<file path="config.mk">
export PLATFORM = sky130hd
export DESIGN_NAME = load_hazard_ctrl
export DESIGN_NICKNAME = d
export VERILOG_FILES = /design/src/rtl/load_hazard_ctrl.sv
export SDC_FILE = /design/constraint.sdc
export NUM_CORES = 1
export LEC_CHECK = 0
export ABC_CLOCK_PERIOD_IN_PS = 3500
export BUFFER_PORTS_ARGS = -buffer_cell sky130_fd_sc_hd__buf_4
export CORE_ASPECT_RATIO = 1.4
export CORE_MARGIN = 5
export CORE_UTILIZATION = 40
export CTS_CLUSTER_SIZE = 20
export DETAILED_ROUTE_END_ITERATION = 8
export SYNTH_ARGS = -nofsm -noshare
export SYNTH_HDL_FRONTEND = slang
export SYNTH_SLANG_ARGS = --single-unit
</file>
<file path="constraint.sdc">
create_clock -name clk -period 3.5 [get_ports clk]
set_clock_uncertainty 0.2 [all_clocks]
set_input_delay 0 -clock clk [delete_from_list [all_inputs] [get_ports clk]]
set_output_delay 0 -clock clk [all_outputs]
set_load 0.02 [all_outputs]
</file>
<file path="src/rtl/load_hazard_ctrl.sv">
// rtl/load_hazard_ctrl.sv - load-use / WAW / queue-depth hazard stall for decode
module load_hazard_ctrl #(
  parameter int NUM_REGS    = 32,
  parameter int MAX_PENDING = 2,
  parameter int CNT_W       = $clog2(MAX_PENDING + 1)
) (
  input  logic             clk,
  input  logic             rst,
  input  logic             dec_valid_i,
  input  logic [4:0]       dec_rs1_addr_i,
  input  logic             dec_rs1_used_i,
  input  logic [4:0]       dec_rs2_addr_i,
  input  logic             dec_rs2_used_i,
  input  logic [4:0]       dec_rd_addr_i,
  input  logic             dec_load_i,
  input  logic             issue_i,
  input  logic             flush_i,
  input  logic             wb_load_done_i,
  input  logic [4:0]       wb_rd_addr_i,
  output logic             stall_o,
  output logic [CNT_W-1:0] pending_cnt_o,
  output logic             busy_o,
  output logic             err_o
);

  localparam logic [CNT_W-1:0] MAX_CNT = CNT_W'(MAX_PENDING);
  localparam logic [CNT_W-1:0] ONE_CNT = CNT_W'(1);

  logic [NUM_REGS-1:0] r_sb;
  logic [CNT_W-1:0]    r_cnt;
  logic                r_err;

  logic [NUM_REGS-1:0] w_clr;
  logic [NUM_REGS-1:0] w_eff;
  logic [NUM_REGS-1:0] w_setv;
  logic                w_rs1_pend;
  logic                w_rs2_pend;
  logic                w_rd_pend;
  logic                w_underflow;
  logic [CNT_W-1:0]    w_cnt_eff;
  logic [CNT_W-1:0]    w_cnt_nxt;
  logic                w_full;
  logic                w_set;
  logic                w_hazard;
  logic                w_stall;
  logic                w_err_evt;

  // Writeback in this cycle is visible to decode immediately (bypass), so eff
  // drops the retiring register before the hazard lookups.
  always_comb begin
    w_clr      = '0;
    w_setv     = '0;
    w_rs1_pend = 1'b0;
    w_rs2_pend = 1'b0;
    w_rd_pend  = 1'b0;
    for (int i = 1; i < NUM_REGS; i++) begin
      if (wb_load_done_i && (wb_rd_addr_i == 5'(i))) w_clr[i] = 1'b1;
    end
    w_eff    = r_sb & ~w_clr;
    w_eff[0] = 1'b0;
    for (int i = 1; i < NUM_REGS; i++) begin
      if (dec_rs1_addr_i == 5'(i)) w_rs1_pend = w_eff[i];
      if (dec_rs2_addr_i == 5'(i)) w_rs2_pend = w_eff[i];
      if (dec_rd_addr_i == 5'(i))  w_rd_pend  = w_eff[i];
      if (w_set && (dec_rd_addr_i == 5'(i))) w_setv[i] = 1'b1;
    end
  end

  // A retire with nothing outstanding is an error; the count holds at zero.
  assign w_underflow = wb_load_done_i && (r_cnt == '0);
  assign w_cnt_eff   = (wb_load_done_i && !w_underflow) ? (r_cnt - ONE_CNT) : r_cnt;
  assign w_full      = (w_cnt_eff == MAX_CNT);

  assign w_hazard = (dec_rs1_used_i && w_rs1_pend) ||
                    (dec_rs2_used_i && w_rs2_pend) ||
                    (dec_load_i && w_rd_pend) ||
                    (dec_load_i && w_full);
  assign w_stall  = !rst && dec_valid_i && !flush_i && w_hazard;

  assign w_set     = issue_i && dec_load_i && !flush_i;
  assign w_cnt_nxt = (w_set && !w_full) ? (w_cnt_eff + ONE_CNT) : w_cnt_eff;
  assign w_err_evt = w_underflow || (issue_i && w_stall) || (w_set && w_full);

  always_ff @(posedge clk) begin
    if (rst) begin
      r_sb  <= '0;
      r_cnt <= '0;
      r_err <= 1'b0;
    end else begin
      r_sb  <= w_eff | w_setv;
      r_cnt <= w_cnt_nxt;
      r_err <= r_err || w_err_evt;
    end
  end

  assign stall_o       = w_stall;
  assign pending_cnt_o = r_cnt;
  assign busy_o        = (r_cnt != '0);
  assign err_o         = r_err;

endmodule

</file>
; Word level (Yosys, flattened, before mapping)
; Cells that the tools add are included.
[totals]
register_bits = 35
out_inout_bits = 5
word_cells = 378
[classes]
n_eq_ne = 125
addsub = 2
bitwise_logic = 3
mux = 157
n_reduce_logical = 88
[ops]
columns = operator, n
row1 = "== test 5 bit, second input constant", 64
row2 = "== test 5 x 4 -> 1 bit, second input constant", 32
row3 = 2-to-1 mux 1 bit, 155
row4 = "== test 5 x 3 -> 1 bit, second input constant", 16
row5 = logical AND 1 bit, 76
row6 = "== test 5 x 2 -> 1 bit, second input constant", 8
row7 = bitwise AND 32 bit, 1
row8 = NOT 32 bit, 1
row9 = OR 32 bit, 1
row10 = "== test 5 x 1 -> 1 bit, second input constant", 4
row11 = logical OR 1 bit, 6
row12 = zero test 1 bit, 4
row13 = 2-to-1 mux 2 bit, 2
row14 = "adder 2 x 1 -> 2 bit, second input constant", 1
row15 = "== test 2 bit, second input constant", 1
row16 = zero test 2 bit, 1
row17 = nonzero test 2 bit, 1
row18 = "subtractor 2 x 1 -> 2 bit, second input constant", 1

; Depth between registers and ports, before layout
[logic_depth]
ltp_word = 45
mapped_depth = 11
depth_no_buf = 11

; Worst setup path after synthesis
; OpenSTA, ideal clock, no wires.
[synth_path]
kind = flip-flop to output port
from = register r_cnt[0] (netlist: pending_cnt_o[0])
to = output stall_o
arrival_time_ps = 2794
path_buffers = 0
setup_slack_ps = 506
required_time_ps = 3300
path_stages_with_launch = 11
cell_sequence = dfxtp_1 > inv_1 > ha_1 > inv_1 > nand2_1 > xnor2_1 > ha_1 > o311ai_0 > a41oi_1 > a311oi_2 > a2111oi_1
[synth_via]
elab_chain_cells = 9
word_cells_on_any_way = 10
[synth_rtl]
columns = element, line
row1 = "start, declared", 30  ; logic [CNT_W-1:0] r_cnt;
row2 = "start signal, assigned", 91  ; r_cnt <= w_cnt_nxt;
row3 = zero test 2 bit, 70  ; assign w_underflow = wb_load_done_i && (r_cnt == '0);
row4 = logical AND 1 bit, 70
row5 = zero test 1 bit, 71  ; assign w_cnt_eff = (wb_load_done_i && !w_underflow) ? (r_cnt - ONE_CNT) : r_cnt;
row6 = logical AND 1 bit, 71
row7 = 2-to-1 mux 2 bit (*), 71
row8 = == test 2 bit (*), 72  ; assign w_full = (w_cnt_eff == MAX_CNT);
row9 = logical AND 1 bit (*), 77  ; (dec_load_i && w_full);
row10 = logical OR 1 bit (*), 76  ; (dec_load_i && w_rd_pend) ||
row11 = logical AND 1 bit (*), 78  ; assign w_stall = !rst && dec_valid_i && !flush_i && w_hazard;
row12 = "end, declared", 20  ; output logic stall_o,
; Mark *: on every way between the ends. The rest lies on a longest branch, timed or not.

; Worst setup path after layout
[layout_path]
from = input dec_rd_addr_i[3]
to = output stall_o
[layout_via]
elab_chain_cells = 36
word_cells_on_any_way = 66
[layout_rtl]
columns = element, line
row1 = "start, declared", 14  ; input logic [4:0] dec_rd_addr_i,
row2 = == test 5 x 1 -> 1 bit, 64  ; if (dec_rd_addr_i == 5'(i)) w_rd_pend = w_eff[i];
row3 = 2-to-1 mux 1 bit (30 in a row), 64
row4 = 2-to-1 mux 1 bit (*), 64
row5 = logical AND 1 bit (*), 76
row6 = logical OR 1 bit (*), 75  ; (dec_rs2_used_i && w_rs2_pend) ||
row7 = logical OR 1 bit (*), 76
row8 = logical AND 1 bit (*), 78
; Marks and branches as above.

==> results.toml <==
[synth]
synthFlopType = "dfxtp_1"
syn_area_um2 = 3070
synth_seq_cells = 34
yosysWarningCount = 0
yosys.cell_types.count = 67
postSynthCellCount = 435
syn_nets = 466
synthArstFlopShare = 0
yosysSeqAreaShare = 0.222
syn_avg_cell_area_um2 = 7.05
synth-edff-count = 0

[critical_path]
reg2reg_from = "pending_cnt_o[0]"
crit_start = "dec_rd_addr_i[3]"
crit_path_max_fanout = 14
path_class = "input port to output pin"
critical_path_required_ps = 3300
crit_path_end_kind = "output pin"
critPathLaunchType = "input port"
cp.arrival_ps = 2880

[timing]
min_period_ps = 3080
max_freq_mhz = 324
rsz0062_at_grt = "false"
hold_violations = 0
fin_crit_sh = 0.881
max-slew-margin-rel = 0.489
setup_viol = 0
finalSetupTns_ps = 0
worst_pin_slew_ps = 759
slew_violations = 0

[pwr]
ir_drop_uv = 271
cellPowerDensity_nw_per_um2 = 312
cellLeakagePower_nw = 1.23

[finish]
ff_latch_area_um2 = 681
fin_util = 0.475
fin_nets = 486
n_antenna_cell = 0
area_growth_pct = 14.7
drive_above_1_share = 0.134
multi_input_area_um2 = 2180
fillers = 764

[clocking]
clockBufferDepth = 2
cts.clk_slew.worst_paths_ps = 80
cts_tree = "done"
postCtsResizedCells = 0
h-tree-depth = 2
numCtsBuffers = 5
clk_latency_ps = 290
cts.sinks = 34
root_buffer = "clkbuf_8"

[drt]
via_per_inst = 6.69
finalWirelength_um = 11700
ant_nets = 0
wl_per_cell_um = 21.2
route.detailed.drc = 0
dr.first_iter.drc_count = 491
drt-pass1-iter-count = 7
num_vias = 3702

[placement]
place.gp.congestion = 0.983
dpl.hpwl_um = 8770
portBuffers = 33

[grt]
grt_util_all_layers = 0.240
antenna_found_initial = 0
grt_pass1_vias = 3430
grt_start_max_net_pins = 37
grt_overflow = 0
grt_pass1_wl_um = 18400

[die]
rows = 37
die_area_um2 = 9540
die_h_um = 114
floorplan.initialDensity = 0.414
io_pins = 34
coreArea_um2 = 7410
fp.dieW_um = 84.0

[min_path]
hp-start = "dec_rs1_used_i"
worst_hold_path_type = "input port to register"

[run_status]
status = "finished clean"

[flow_run]
cap_viol_max_count = 0
## routing by layer
metal | global-route usage | wire [um]
met1 | 0.298 | 4770
met2 | 0.387 | 5170
met3 | 0.0448 | 1040
met4 | 0.137 | 752
met5 | 0 | 0
## power breakdown
part           internal [W]  switching (W)
clock              0.000159       0.000155
sequential         0.000400     0.00000753
combinational      0.000144       0.000233
total              0.000703       0.000395
## area by class of cell
type                       instances  area share
timing repair buffer              48       0.109
clock buffer                       7      0.0246
clock inverter                     1     0.00142
sequential                        34       0.194
tap                               97      0.0345
inverter                          16      0.0171
multi-input combinational        350       0.620
## repair_timing
action	CTS	global route
buffers inserted	0	0
hold endpoints to repair	33	0
hold buffers	9	0
## metrics by stage
step / worst slack (ps) / instance area (um2) / hold WS [ps] / power (W) / cells
finish: 418 / 3520 / 14.0 / 0.00110 / 553
global route: 190 / 3520 / 35.2 / 0.00115 / 553
CTS: 462 / 3520 / 8.69 / 0.00109 / 553
detailed placement: 692 / 3330 / 74.5 / 0.000777 / 536
global placement: 675 / 3330 / 74.4 / 0.000775 / 536
floorplan: 506 / 3070 / -112 / 0.000654 / 435
## worst max-delay path, stage by stage
cell	delay [ps]
dlygate4sd3_1	520
buf_4	210
nand2_1	190
or4_1	530
o22ai_1	290
a221o_1	170
nor3_1	50
a41oi_1	230
a311oi_2	70
a2111oi_1	410
buf_4	210
## Yosys cell counts, types with 4 or more instances
master / instances / share of area
mux2i_1: 14 / 0.046
inv_1: 13 / 0.016
nor2_1: 25 / 0.031
dfxtp_1: 34 / 0.22
mux2_2: 6 / 0.022
o21a_1: 5 / 0.012
nand3b_1: 5 / 0.012
nand2_1: 50 / 0.061
o2111ai_1: 6 / 0.017
nor2b_1: 5 / 0.010
a21oi_1: 45 / 0.073
nand2b_1: 8 / 0.016
a221o_1: 4 / 0.013
a31oi_1: 4 / 0.0082
a211oi_1: 5 / 0.012
nand3_1: 10 / 0.016
and3_1: 4 / 0.0082
nor3_1: 16 / 0.026
o211ai_1: 13 / 0.032
o21ai_1: 6 / 0.0098
o22ai_1: 5 / 0.010
o21ai_0: 35 / 0.057
buf_2: 11 / 0.018
clkbuf_1: 23 / 0.028
## state kept, by name (all words and copies together), names as in the netlist
name and flops:
err_o 1, pending_cnt_o 2, r_sb 31
## worst paths after layout
kind	endpoint	slack, ps	cells after the start
worst max register to register	err_o	1000	11
worst min-delay path	err_o	10	4
worst min register to register	r_sb[5]	340	2
worst max-delay path	stall_o	420	11
## cell usage in the layout, fill, tap and decap left out, types with 4 or more instances in the layout
cell	n
o2111ai_1	6
buf_4	39
a21oi_1	45
nand3_1	10
nor2_1	25
nor3_1	16
o21a_1	5
dlygate4sd3_1	9
o21ai_0	35
a211oi_1	5
nor2b_1	5
dfxtp_1	34
nand3b_1	5
a31oi_1	4
a221o_1	4
inv_1	13
o22ai_1	5
clkbuf_8	6
o211ai_1	13
mux2_2	6
mux2i_1	14
o21ai_1	6
and3_1	4
nand2_1	50
nand2b_1	8
## logic make-up (layout without fill, tap and decap cells)
kind of cell,Yosys count,after routing,share of synthesized area
flops,34,34,0.222
simple gates,156,156,0.264
xor+xnor,5,5,0.0143
buf+inv,51,72,0.0669
mux,20,20,0.0678
compound gates,167,167,0.357
fa+ha+maj,2,2,0.00816
Power figures use the tool's default switching activity.
